<file path="src/rtl/fetch_pc_queue_pkg.sv">
// Shared CPU parameters and the fetch-request record.
// Imported by the fetch PC generator and its request queue.
package fetch_pc_queue_pkg;

    localparam int              WORD     = 32;
    localparam int              FETCH_W  = 2;
    localparam logic [WORD-1:0] RESET_PC = 32'h1C00_0000;

    typedef struct packed {
        logic [WORD-1:0]    pc;
        logic [FETCH_W-1:0] mask;
    } fetch_entry_t;

    typedef enum logic [1:0] {
        RD_NONE,
        RD_PRE,
        RD_EX
    } redir_t;

endpackage

</file>
<file path="src/rtl/fetch_pc_queue_fifo.sv">
// Fetch request storage: circular buffer with count-based full/empty.
// The head entry comes straight from the storage registers.
module fetch_req_fifo #(
    parameter int WIDTH = 34,
    parameter int DEPTH = 4
) (
    input  logic                     clk,
    input  logic                     rst,
    input  logic                     flush,
    input  logic                     push,
    input  logic                     pop,
    input  logic [WIDTH-1:0]         din,
    output logic [WIDTH-1:0]         dout,
    output logic [$clog2(DEPTH):0]   count
);

    localparam int PW = $clog2(DEPTH);
    localparam int CW = PW + 1;

    logic [WIDTH-1:0] mem [DEPTH];
    logic [PW-1:0]    wr_ptr;
    logic [PW-1:0]    rd_ptr;
    logic             full;
    logic             push_ok;
    logic             pop_ok;

    assign full    = (count == CW'(DEPTH));
    assign pop_ok  = pop & (count != '0);
    assign push_ok = push & (~full | pop_ok);
    assign dout    = mem[rd_ptr];

    always_ff @(posedge clk) begin
        if (!rst) begin
            wr_ptr <= '0;
            rd_ptr <= '0;
            count  <= '0;
            for (int i = 0; i < DEPTH; i++) begin
                mem[i] <= '0;
            end
        end else if (flush) begin
            wr_ptr <= '0;
            rd_ptr <= '0;
            count  <= '0;
        end else begin
            if (push_ok) begin
                mem[wr_ptr] <= din;
                wr_ptr      <= wr_ptr + 1'b1;
            end
            if (pop_ok) begin
                rd_ptr <= rd_ptr + 1'b1;
            end
            count <= count + CW'(push_ok) - CW'(pop_ok);
        end
    end

endmodule

</file>
<file path="src/rtl/fetch_pc_queue.sv">
// Fetch PC generator feeding a small request queue toward the ICache.
// Redirects seen during a stall are held and replayed once it lifts.
module fetch_pc_queue #(
    parameter int              WORD     = fetch_pc_queue_pkg::WORD,
    parameter int              FETCH_W  = fetch_pc_queue_pkg::FETCH_W,
    parameter int              DEPTH    = 4,
    parameter logic [WORD-1:0] RESET_PC = fetch_pc_queue_pkg::RESET_PC
) (
    input  logic                   clk,
    input  logic                   rst,
    input  logic                   ex_redirect,
    input  logic [WORD-1:0]        ex_pc,
    input  logic                   pre_redirect,
    input  logic [WORD-1:0]        pre_pc,
    input  logic                   stall_icache,
    input  logic                   stall_dcache,
    output logic                   req_valid,
    output logic [WORD-1:0]        req_pc,
    output logic [FETCH_W-1:0]     req_mask,
    input  logic                   req_ready,
    output logic [$clog2(DEPTH):0] occupancy
);

    import fetch_pc_queue_pkg::*;

    localparam int GB = FETCH_W * 4;
    localparam int OW = (FETCH_W > 1) ? $clog2(FETCH_W) : 1;
    localparam int CW = $clog2(DEPTH) + 1;
    localparam int EW = WORD + FETCH_W;

    logic               stall;
    logic [WORD-1:0]    gen_pc;
    logic [WORD-1:0]    gen_next;
    logic [FETCH_W-1:0] gen_mask;
    logic               pend_valid;
    logic               pend_ex;
    logic [WORD-1:0]    pend_pc;
    redir_t             redir;
    logic [WORD-1:0]    redir_pc;
    logic               enq;
    logic               deq;
    logic               full;
    logic [EW-1:0]      head;

    assign stall    = stall_icache | stall_dcache;
    assign gen_next = (gen_pc & ~WORD'(GB - 1)) + WORD'(GB);

    // Slots below the entry offset within the group are masked off.
    if (FETCH_W == 1) begin : g_mask1
        assign gen_mask = '1;
    end else begin : g_maskn
        for (genvar i = 0; i < FETCH_W; i++) begin : g_bit
            assign gen_mask[i] = (i >= int'(gen_pc[OW+1:2]));
        end
    end

    // A live EX redirect beats a held one; EX always beats predictor.
    always_comb begin
        redir    = RD_NONE;
        redir_pc = ex_pc;
        if (!stall) begin
            if (ex_redirect) begin
                redir    = RD_EX;
                redir_pc = ex_pc;
            end else if (pend_valid && pend_ex) begin
                redir    = RD_EX;
                redir_pc = pend_pc;
            end else if (pre_redirect) begin
                redir    = RD_PRE;
                redir_pc = pre_pc;
            end else if (pend_valid) begin
                redir    = RD_PRE;
                redir_pc = pend_pc;
            end
        end
    end

    assign full = (occupancy == CW'(DEPTH));
    assign deq  = req_valid & req_ready & ~stall & (redir != RD_EX);
    assign enq  = ~stall & (redir == RD_NONE) & (~full | deq);

    always_ff @(posedge clk) begin
        if (!rst) begin
            gen_pc <= RESET_PC;
        end else if (redir != RD_NONE) begin
            gen_pc <= redir_pc;
        end else if (enq) begin
            gen_pc <= gen_next;
        end
    end

    always_ff @(posedge clk) begin
        if (!rst) begin
            pend_valid <= 1'b0;
            pend_ex    <= 1'b0;
            pend_pc    <= '0;
        end else if (!stall) begin
            pend_valid <= 1'b0;
            pend_ex    <= 1'b0;
        end else if (ex_redirect) begin
            pend_valid <= 1'b1;
            pend_ex    <= 1'b1;
            pend_pc    <= ex_pc;
        end else if (pre_redirect && !(pend_valid && pend_ex)) begin
            pend_valid <= 1'b1;
            pend_ex    <= 1'b0;
            pend_pc    <= pre_pc;
        end
    end

    fetch_req_fifo #(
        .WIDTH (EW),
        .DEPTH (DEPTH)
    ) u_fifo (
        .clk   (clk),
        .rst   (rst),
        .flush (redir == RD_EX),
        .push  (enq),
        .pop   (deq),
        .din   ({gen_pc, gen_mask}),
        .dout  (head),
        .count (occupancy)
    );

    assign req_valid = (occupancy != '0);
    assign req_pc    = head[EW-1:FETCH_W];
    assign req_mask  = head[FETCH_W-1:0];

endmodule
</file>
<file path="config.mk">
export PLATFORM = sky130hd
export DESIGN_NAME = fetch_pc_queue
export DESIGN_NICKNAME = d
export VERILOG_FILES = /design/src/rtl/fetch_pc_queue_pkg.sv /design/src/rtl/fetch_pc_queue_fifo.sv /design/src/rtl/fetch_pc_queue.sv
export SDC_FILE = /design/constraint.sdc
export NUM_CORES = 1
export LEC_CHECK = 0
export BUFFER_PORTS_ARGS = -buffer_cell sky130_fd_sc_hd__buf_2
export CAP_MARGIN = 15
export CORE_ASPECT_RATIO = 0.9
export CORE_MARGIN = 4
export CORE_UTILIZATION = 45
export CTS_BUF_LIST = sky130_fd_sc_hd__clkbuf_8
export CTS_CLUSTER_DIAMETER = 120
export DETAILED_ROUTE_END_ITERATION = 10
export HOLD_SLACK_MARGIN = 0.05
export PLACE_DENSITY = 0.63
export SLEW_MARGIN = 20
export SYNTH_ARGS = -nofsm -noshare
export SYNTH_HDL_FRONTEND = slang
export SYNTH_SLANG_ARGS = --single-unit
</file>
<file path="constraint.sdc">
create_clock -name clk -period 4.8 [get_ports clk]
set_input_delay 0 -clock clk [delete_from_list [all_inputs] [get_ports clk]]
set_output_delay 0 -clock clk [all_outputs]
set_load 0.005 [all_outputs]
</file>
==> impl_metrics.env, run 1 <==
export IMPL_synthesis_yosys_warnings=0
export IMPL_detailedRoute_firstPassIterationCount=5
export IMPL_synth_area_um2=10200
export IMPL_tritoncts_clock_tree="yes"
export IMPL_worst_slew_pin_slew_ns=1.01
export IMPL_hold_path_class="input pin to flip-flop"
export IMPL_critical_path_class="flip-flop to flip-flop"
export IMPL_worst_ep_arrival_time_ns=3.74
export IMPL_placed_cell_area_um2=11000
export IMPL_synth_cells_most_frequent="136 x sky130_fd_sc_hd__edfxtp_1, 123 x sky130_fd_sc_hd__nor2_1, 85 x sky130_fd_sc_hd__nand2_1, 75 x sky130_fd_sc_hd__dfxtp_1, 54 x sky130_fd_sc_hd__clkbuf_1"
export IMPL_netlist_instances=935
export IMPL_buffer_ports_inserted=108
export IMPL_p_per_area_nw_per_um2=322
export IMPL_first_iter_violations=706
export IMPL_yosys_mux_area_fraction_pct=10.1
export IMPL_grt_use_total_pct=23.0
export IMPL_grt_pass1_wl_um=46300
export IMPL_numClockSinks=211
export IMPL_internal_power_w=0.00306
export IMPL_highest_attainable_clock_frequency_mhz=301
export IMPL_clock_root_buffer="sky130_fd_sc_hd__clkbuf_8"
export IMPL_gp_congestion=0.852
export IMPL_area_growth_pct=24.3
export IMPL_timing_final_hold_violations=0
export IMPL_avgViaCountPerCell=5.78
export IMPL_grt_setup_unrepaired="false"
export IMPL_share_of_cells_above_drive_strength_1_pct=19.8
export IMPL_routed_via_count=8338
export IMPL_synth_edf_count=136
export IMPL_finalSetupTns_ns=0
export IMPL_static_leakage_nw=5.00
export IMPL_power_switching_w=0.00103
export IMPL_clockBufferDepth=3
export IMPL_yosys_register_bits=211
export IMPL_synth_lib_cells_used_distinct=64
export IMPL_core_region_area_um2=22000
export IMPL_post_place_ws_ns=1.76
export IMPL_critical_path_startpoint_type="flip-flop"
export IMPL_io_pins=109
export IMPL_grt_overflow=0
export IMPL_timing_max_slew_rel_slack_pct=31.7
export IMPL_tritoncts_num_buffers=37
export IMPL_layout_cell_area_non_filler_um2=12700
export IMPL_async_set_reset_flop_share_out_of_synthesis_pct=0
export IMPL_worst_path_max_fanout=27
export IMPL_cts_max_level=2
export IMPL_grt_pass1_vias=8288
export IMPL_run_status="completed"
export IMPL_ys_flop_type="sky130_fd_sc_hd__edfxtp_1"
export IMPL_nNetsFinal=1198
export IMPL_synthAdderAreaFrac_pct=0.564
export IMPL_required_ns=5.21
export IMPL_clock_insertion_delay_worst_skew_ns=0.54
export IMPL_layout_setup_ws_ns=1.48
export IMPL_synth_top_cell_area_share_pct=40.0
export IMPL_drc=0
export IMPL_clkPwrFrac_pct=39.3
export IMPL_seqPwrFrac_pct=50.6
export IMPL_timing_critical_path_to_type="flip-flop"
export IMPL_synth_top_area_cell="sky130_fd_sc_hd__edfxtp_1"
export IMPL_finalWorstPathRequiredPeriod_ns=3.32
export IMPL_die_area_um2=25100
export IMPL_route_final_wire_length_um=28700
export IMPL_post_dp_hpwl_um=18000
export IMPL_drt_wirelength_per_cell_um=19.9
export IMPL_num_rows=51
export IMPL_timing_final_max_slew_violations=0
export IMPL_max_capacitance_violation_count=0
export IMPL_die_w_um=167
export IMPL_num_antenna_cells=0
export IMPL_seq_area_frac_synth_pct=54.8
export IMPL_main_combinational_cell_family_by_area_after_synthesis="simple AND/OR/NAND/NOR gates"
export IMPL_clk_pin_slew_ns=0.06
export IMPL_chipHeight_um=151
export IMPL_fin_skew_ns=0.0265
export IMPL_maximum_number_of_pins_on_one_net_before_global_route_repair=65
export IMPL_syn_area_per_cell_um2=10.9
export IMPL_setup_violations=0
export IMPL_synth_area_leaders="sky130_fd_sc_hd__edfxtp_1 40%, sky130_fd_sc_hd__dfxtp_1 15%, sky130_fd_sc_hd__mux4_2 7.5%"
export IMPL_number_of_nets_with_antenna_violations_after_detailed_routing=0
export IMPL_parity_gate_share_of_the_synthesized_area_counting_xor_and_xnor_cells_pct=0.687
export IMPL_vdd_drop_max_uv=168
export IMPL_combPwrFrac_pct=10.1
export IMPL_initial_utilization_pct=46.5
export IMPL_timing_final_crit_share_pct=69.2
export IMPL_synth_fp_nets=1010
export IMPL_switching_share_pct=25.2
export IMPL_number_of_antenna_violations_at_the_first_check_in_global_routing=0
export IMPL_yosys_cell_count_top_type="sky130_fd_sc_hd__edfxtp_1"
export IMPL_synth_compound_area_share_pct=13.8
export IMPL_synth_simple_gate_area_share_pct=14.9
==> power groups by stage <==
stage | Sequential [W] | Clock (W) | Combinational, W
6_report | 0.00207 | 0.00161 | 0.000414
5_1_grt | 0.00207 | 0.00173 | 0.000450
4_1_cts | 0.00206 | 0.00164 | 0.000405
3_5_place_dp | 0.00210 | 0 | 0.000332
3_3_place_gp | 0.00210 | 0 | 0.000329
2_1_floorplan | 0.00208 | 0 | 0.000212
==> placed cells by master (no fill, tap or decap), types with 4 or more instances in the layout <==
cell type,n
sky130_fd_sc_hd__nor4_1,10
sky130_fd_sc_hd__clkinv_1,4
sky130_fd_sc_hd__a32oi_1,15
sky130_fd_sc_hd__o211ai_1,15
sky130_fd_sc_hd__a21oi_1,28
sky130_fd_sc_hd__and4_1,8
sky130_fd_sc_hd__xnor2_1,5
sky130_fd_sc_hd__a221o_1,5
sky130_fd_sc_hd__buf_2,108
sky130_fd_sc_hd__inv_1,66
sky130_fd_sc_hd__a21o_1,4
sky130_fd_sc_hd__o221ai_1,5
sky130_fd_sc_hd__edfxtp_1,136
sky130_fd_sc_hd__a221oi_1,9
sky130_fd_sc_hd__and2_1,33
sky130_fd_sc_hd__nor3_1,13
sky130_fd_sc_hd__clkbuf_8,42
sky130_fd_sc_hd__mux4_2,34
sky130_fd_sc_hd__nand2b_1,6
sky130_fd_sc_hd__and3_1,5
sky130_fd_sc_hd__a22oi_1,7
sky130_fd_sc_hd__a31oi_1,7
sky130_fd_sc_hd__mux2i_1,23
sky130_fd_sc_hd__nand4_1,8
sky130_fd_sc_hd__buf_4,20
sky130_fd_sc_hd__o21ai_0,45
sky130_fd_sc_hd__nand3_1,13
sky130_fd_sc_hd__a211oi_1,17
sky130_fd_sc_hd__dfxtp_1,74
sky130_fd_sc_hd__dlygate4sd3_1,98
sky130_fd_sc_hd__nor2_1,122
sky130_fd_sc_hd__a311oi_1,14
sky130_fd_sc_hd__o22ai_1,5
sky130_fd_sc_hd__o211a_1,4
sky130_fd_sc_hd__nand2_1,85
==> path summary, 6_finish.rpt <==
check | startpoint | endpoint | slack, ns | depth (start not counted)
hold / removal | ex_pc[18] | gen_pc[18] | 0.1 | 5
setup reg to reg | u_fifo.count[1] | gen_pc[28] | 1.48 | 6
hold reg to reg | pend_pc[24] | pend_pc[24] | 0.50 | 2
setup / recovery | u_fifo.count[1] | gen_pc[28] | 1.48 | 6
==> cell type report <==
type	instances	area [um2]
Sequential cell	211	5590
Tap cell	291	364
Clock inverter	26	144
Clock buffer	42	578
Multi-Input combinational cell	595	4140
Timing Repair Buffer	226	1670
Fill cell	1861	9270
Inverter	52	195
==> flip-flops by register name, summed over array words and instances, names as in the netlist, named ones only <==
name,cells
u_fifo.count,3
u_fifo.wr_ptr,2
u_fifo.rd_ptr,2
pend_valid,1
pend_ex,1
gen_pc,32
u_fifo.mem,136
pend_pc,32
==> stage by stage <==
stage               hold WS [ns]  total power, W  std cells  util, %
CTS                       0.0515         0.00411       1443     57.8
finish                    0.0995         0.00409       1443     57.8
global placement           0.290         0.00243       1277     50.0
global route               0.139         0.00425       1443     57.8
floorplan                  0.170         0.00229        935        -
detailed placement         0.296         0.00243       1277     50.0
==> layer usage <==
metal  up-vias  wire length [um]  global-route usage (%)
met5         -                 0                       0
met2       396             13200                    36.0
li1       3861                 -                       -
met3        41              2240                    4.20
met1      4040             12800                    33.5
met4         0               536                    6.18
==> cell families after synthesis <==
logic type,after synthesis
AND/OR/NAND/NOR,321
flip-flops,211
AO/OA/AOI/OAI,202
buffers and inverters,129
multiplexers,60
XOR/XNOR,8
adder cells (fa/ha/maj),4
==> timing repair <==
| item | 4_1_cts | 5_1_grt |
|---|---|---|
| buffers inserted | 0 | 0 |
| hold endpoints to repair | 64 | 0 |
| resized for setup | 0 | 0 |
| hold buffers | 98 | 0 |
| setup endpoints to repair | 0 | 0 |
==> critical path, cell delays in order (launching register included) <==
cell                            delay [ns]
sky130_fd_sc_hd__dfxtp_1              0.36
sky130_fd_sc_hd__nor4b_1              0.89
sky130_fd_sc_hd__a21o_1               0.84
sky130_fd_sc_hd__nor4_1               0.14
sky130_fd_sc_hd__xnor2_1              0.23
sky130_fd_sc_hd__o221ai_1             0.14
sky130_fd_sc_hd__dlygate4sd3_1        0.62
Power figures use the tool's default switching activity.
==> run 2: changes to the inputs <==
- ABC_AREA: unset -> 1
- PLACE_DENSITY: 0.63 -> 0.65
- clock period: 4.8 -> 3 ns (I/O delays scaled with it)
==> impl_metrics.env, run 2 <==
export IMPL_max_capacitance_violation_count=0
export IMPL_cts_post_setup_buffers_inserted=0
export IMPL_die_w_um=172
export IMPL_chipHeight_um=155
export IMPL_gp_congestion=0.932
export IMPL_timing_critical_path_to_type="flip-flop"
export IMPL_tritoncts_clock_tree="yes"
export IMPL_number_of_nets_with_antenna_violations_after_detailed_routing=0
export IMPL_share_of_cells_above_drive_strength_1_pct=13.8
export IMPL_synth_top_area_cell="sky130_fd_sc_hd__edfxtp_1"
export IMPL_clockBufferDepth=3
export IMPL_tritoncts_num_buffers=38
export IMPL_nNetsFinal=1647
export IMPL_regMostFlops="u_fifo.mem"
export IMPL_synth_top_cell_area_share_pct=37.7
export IMPL_async_set_reset_flop_share_out_of_synthesis_pct=0
export IMPL_grt_use_met3_pct=3.91
export IMPL_buffer_ports_inserted=108
export IMPL_grt_overflow=0
export IMPL_total_power_w=0.00684
export IMPL_synth_area_um2=10800
export IMPL_critical_path_class="flip-flop to flip-flop"
export IMPL_top_usage_layer="met2"
export IMPL_run_status="completed"
export IMPL_biggestRegsByFlops="u_fifo.mem x136, gen_pc x32, pend_pc x32"
export IMPL_timing_final_hold_violations=0
export IMPL_fin_skew_ns=0.0320
export IMPL_clock_root_buffer="sky130_fd_sc_hd__clkbuf_8"
export IMPL_numClockSinks=211
export IMPL_post_place_ws_ns=0.608
export IMPL_grt_pass1_wl_um=52900
export IMPL_required_ns=3.48
export IMPL_use_met2_pct=39.1
export IMPL_detailedRoute_firstPassIterationCount=6
export IMPL_p_per_area_nw_per_um2=510
export IMPL_layout_setup_ws_ns=0.330
export IMPL_grt_setup_unrepaired="false"
export IMPL_layout_cell_area_non_filler_um2=13400
export IMPL_post_dp_hpwl_um=21100
export IMPL_clock_insertion_delay_worst_skew_ns=0.54
export IMPL_critical_path_startpoint_type="flip-flop"
export IMPL_hold_path_class="input pin to flip-flop"
export IMPL_num_rows=53
export IMPL_static_leakage_nw=5.65
export IMPL_maximum_number_of_pins_on_one_net_before_global_route_repair=66
export IMPL_ys_flop_type="sky130_fd_sc_hd__edfxtp_1"
export IMPL_synthesis_yosys_warnings=0
export IMPL_worst_slew_pin_slew_ns=0.810
export IMPL_routed_via_count=10300
export IMPL_clk_pin_slew_ns=0.06
export IMPL_layout_commonest_cell="sky130_fd_sc_hd__nand2_1"
export IMPL_global_route_usage_met1_pct=34.9
export IMPL_syn_area_per_cell_um2=7.87
export IMPL_timing_final_max_slew_violations=0
export IMPL_num_antenna_cells=0
export IMPL_yosys_register_bits=211
export IMPL_timing_final_crit_share_pct=89.0
export IMPL_initial_utilization_pct=46.1
export IMPL_setup_violations=0
export IMPL_synth_lib_cells_used_distinct=40
export IMPL_post_place_cells=1735
export IMPL_seq_area_frac_synth_pct=51.5
export IMPL_synth_edf_count=136
export IMPL_timing_max_slew_rel_slack_pct=45.5
export IMPL_first_iter_violations=930
export IMPL_drt_wirelength_per_cell_um=17.3
export IMPL_synth_cells_most_frequent="288 x sky130_fd_sc_hd__nand2_1, 275 x sky130_fd_sc_hd__nor2_1, 152 x sky130_fd_sc_hd__o21ai_0, 136 x sky130_fd_sc_hd__edfxtp_1, 97 x sky130_fd_sc_hd__inv_1"
export IMPL_route_final_wire_length_um=32900
export IMPL_number_of_antenna_violations_at_the_first_check_in_global_routing=0
export IMPL_mostFrequentLayoutCells="288 x sky130_fd_sc_hd__nand2_1, 275 x sky130_fd_sc_hd__nor2_1, 152 x sky130_fd_sc_hd__o21ai_0"
export IMPL_die_area_um2=26700
export IMPL_synth_fp_nets=1453
export IMPL_cts_max_level=2
export IMPL_yosys_cell_count_top_type="sky130_fd_sc_hd__nand2_1"
export IMPL_drc=0
export IMPL_vdd_drop_max_uv=232
export IMPL_grt_use_total_pct=24.8
export IMPL_netlist_instances=1378
export IMPL_final_instance_count_excl_fill=1903
export IMPL_io_pins=109
export IMPL_avgViaCountPerCell=5.41
export IMPL_grt_pass1_vias=9936
export IMPL_finalSetupTns_ns=0
export IMPL_core_region_area_um2=23500
export IMPL_finalWorstPathRequiredPeriod_ns=2.67
export IMPL_largest_register_ffs=136
export IMPL_worst_path_max_fanout=11
export IMPL_placed_cell_area_um2=11700
export IMPL_area_growth_pct=23.7
export IMPL_synth_area_leaders="sky130_fd_sc_hd__edfxtp_1 38%, sky130_fd_sc_hd__dfxtp_1 14%, sky130_fd_sc_hd__nand2_1 10%"
export IMPL_worst_ep_arrival_time_ns=3.15
export IMPL_fill_cells=2182
export IMPL_highest_attainable_clock_frequency_mhz=375
## run 2: cell count changes after synthesis, sizes merged, moves of 17 or more
| cell | before | now |
|---|---|---|
| o21ai | 49 | 158 |
| inv | 51 | 103 |
| nor3 | 15 | 35 |
| mux4 | 34 | 0 |
| nand3 | 14 | 46 |
| o22ai | 5 | 45 |
| and2 | 33 | 0 |
| a211oi | 17 | 0 |
| a21oi | 29 | 50 |
| nor2 | 123 | 280 |
| nand2 | 85 | 302 |
| mux2i | 23 | 0 |
## run 2: report_power, final
group          total, W  switching [W]  internal (W)
Clock           0.00268        0.00122       0.00146
Combinational  0.000835       0.000503      0.000332
Sequential      0.00333      0.0000973       0.00323
## run 2: what timing repair did
item | CTS | global route
setup endpoints to repair | 0 | 1
endpoints found under the hold margin | 67 | 0
hold buffers | 99 | 0
resized for setup | 0 | 1
## run 2: metrics by stage
stage | hold WS [ns] | util [%]
after global placement | 0.273 | 49.6
after CTS | 0.0536 | 57.0
after global routing | 0.0973 | 57.0
after floorplan | 0.152 | -
final | 0.0794 | 57.0
after detailed placement | 0.280 | 49.6
## run 2: worst paths after layout
| check | start | endpoint | slack, ns | cells past startpoint |
|---|---|---|---|---|
| worst max-delay path | pend_valid | u_fifo.count[2] | 0.33 | 13 |
| worst min-delay path | stall_icache | gen_pc[24] | 0.08 | 6 |
| worst max register to register | pend_valid | u_fifo.count[2] | 0.33 | 13 |
| worst min register to register | u_fifo.rd_ptr[0] | flip-flop | 0.48 | 1 |
## run 2: critical path: stages (launching register included)
cell                            delay, ns
sky130_fd_sc_hd__dfxtp_2             0.49
sky130_fd_sc_hd__nand2_1             0.15
sky130_fd_sc_hd__nand2_1             0.07
sky130_fd_sc_hd__nand3b_1            0.11
sky130_fd_sc_hd__dlygate4sd3_1       0.55
sky130_fd_sc_hd__inv_1               0.08
sky130_fd_sc_hd__ha_1                0.27
sky130_fd_sc_hd__inv_1               0.06
sky130_fd_sc_hd__ha_1                0.13
sky130_fd_sc_hd__inv_1               0.04
sky130_fd_sc_hd__fa_1                0.37
sky130_fd_sc_hd__xnor2_1             0.16
sky130_fd_sc_hd__nand2_1             0.06
sky130_fd_sc_hd__inv_1               0.07
## run 2: cells by family after synthesis
family,count (synthesis),share of synthesized area [%]
xor gates and xnor gates,2,0.162
DFF,211,51.5
adders and majority gates,4,0.531
and+or+nand+nor,678,25.6
AOI/OAI and AO/OA,299,15.2
buffers and inverters,184,6.93
## run 2: routing by layer
| metal | wire [um] | vias up |
|---|---|---|
| met3 | 2220 | 79 |
| li1 | - | 5022 |
| met4 | 1030 | 0 |
| met2 | 15000 | 420 |
| met1 | 14700 | 4775 |
| met5 | 0 | - |
## run 2: layout make-up
cell class | count | area (um2) | area share [%]
Sequential cell | 211 | 5590 | 41.7
Multi-Input combinational cell | 983 | 4520 | 33.7
Timing Repair Buffer | 234 | 1780 | 13.3
Clock buffer | 45 | 619 | 4.62
Inverter | 104 | 390 | 2.91
Tap cell | 302 | 378 | 2.82
Clock inverter | 24 | 133 | 0.989
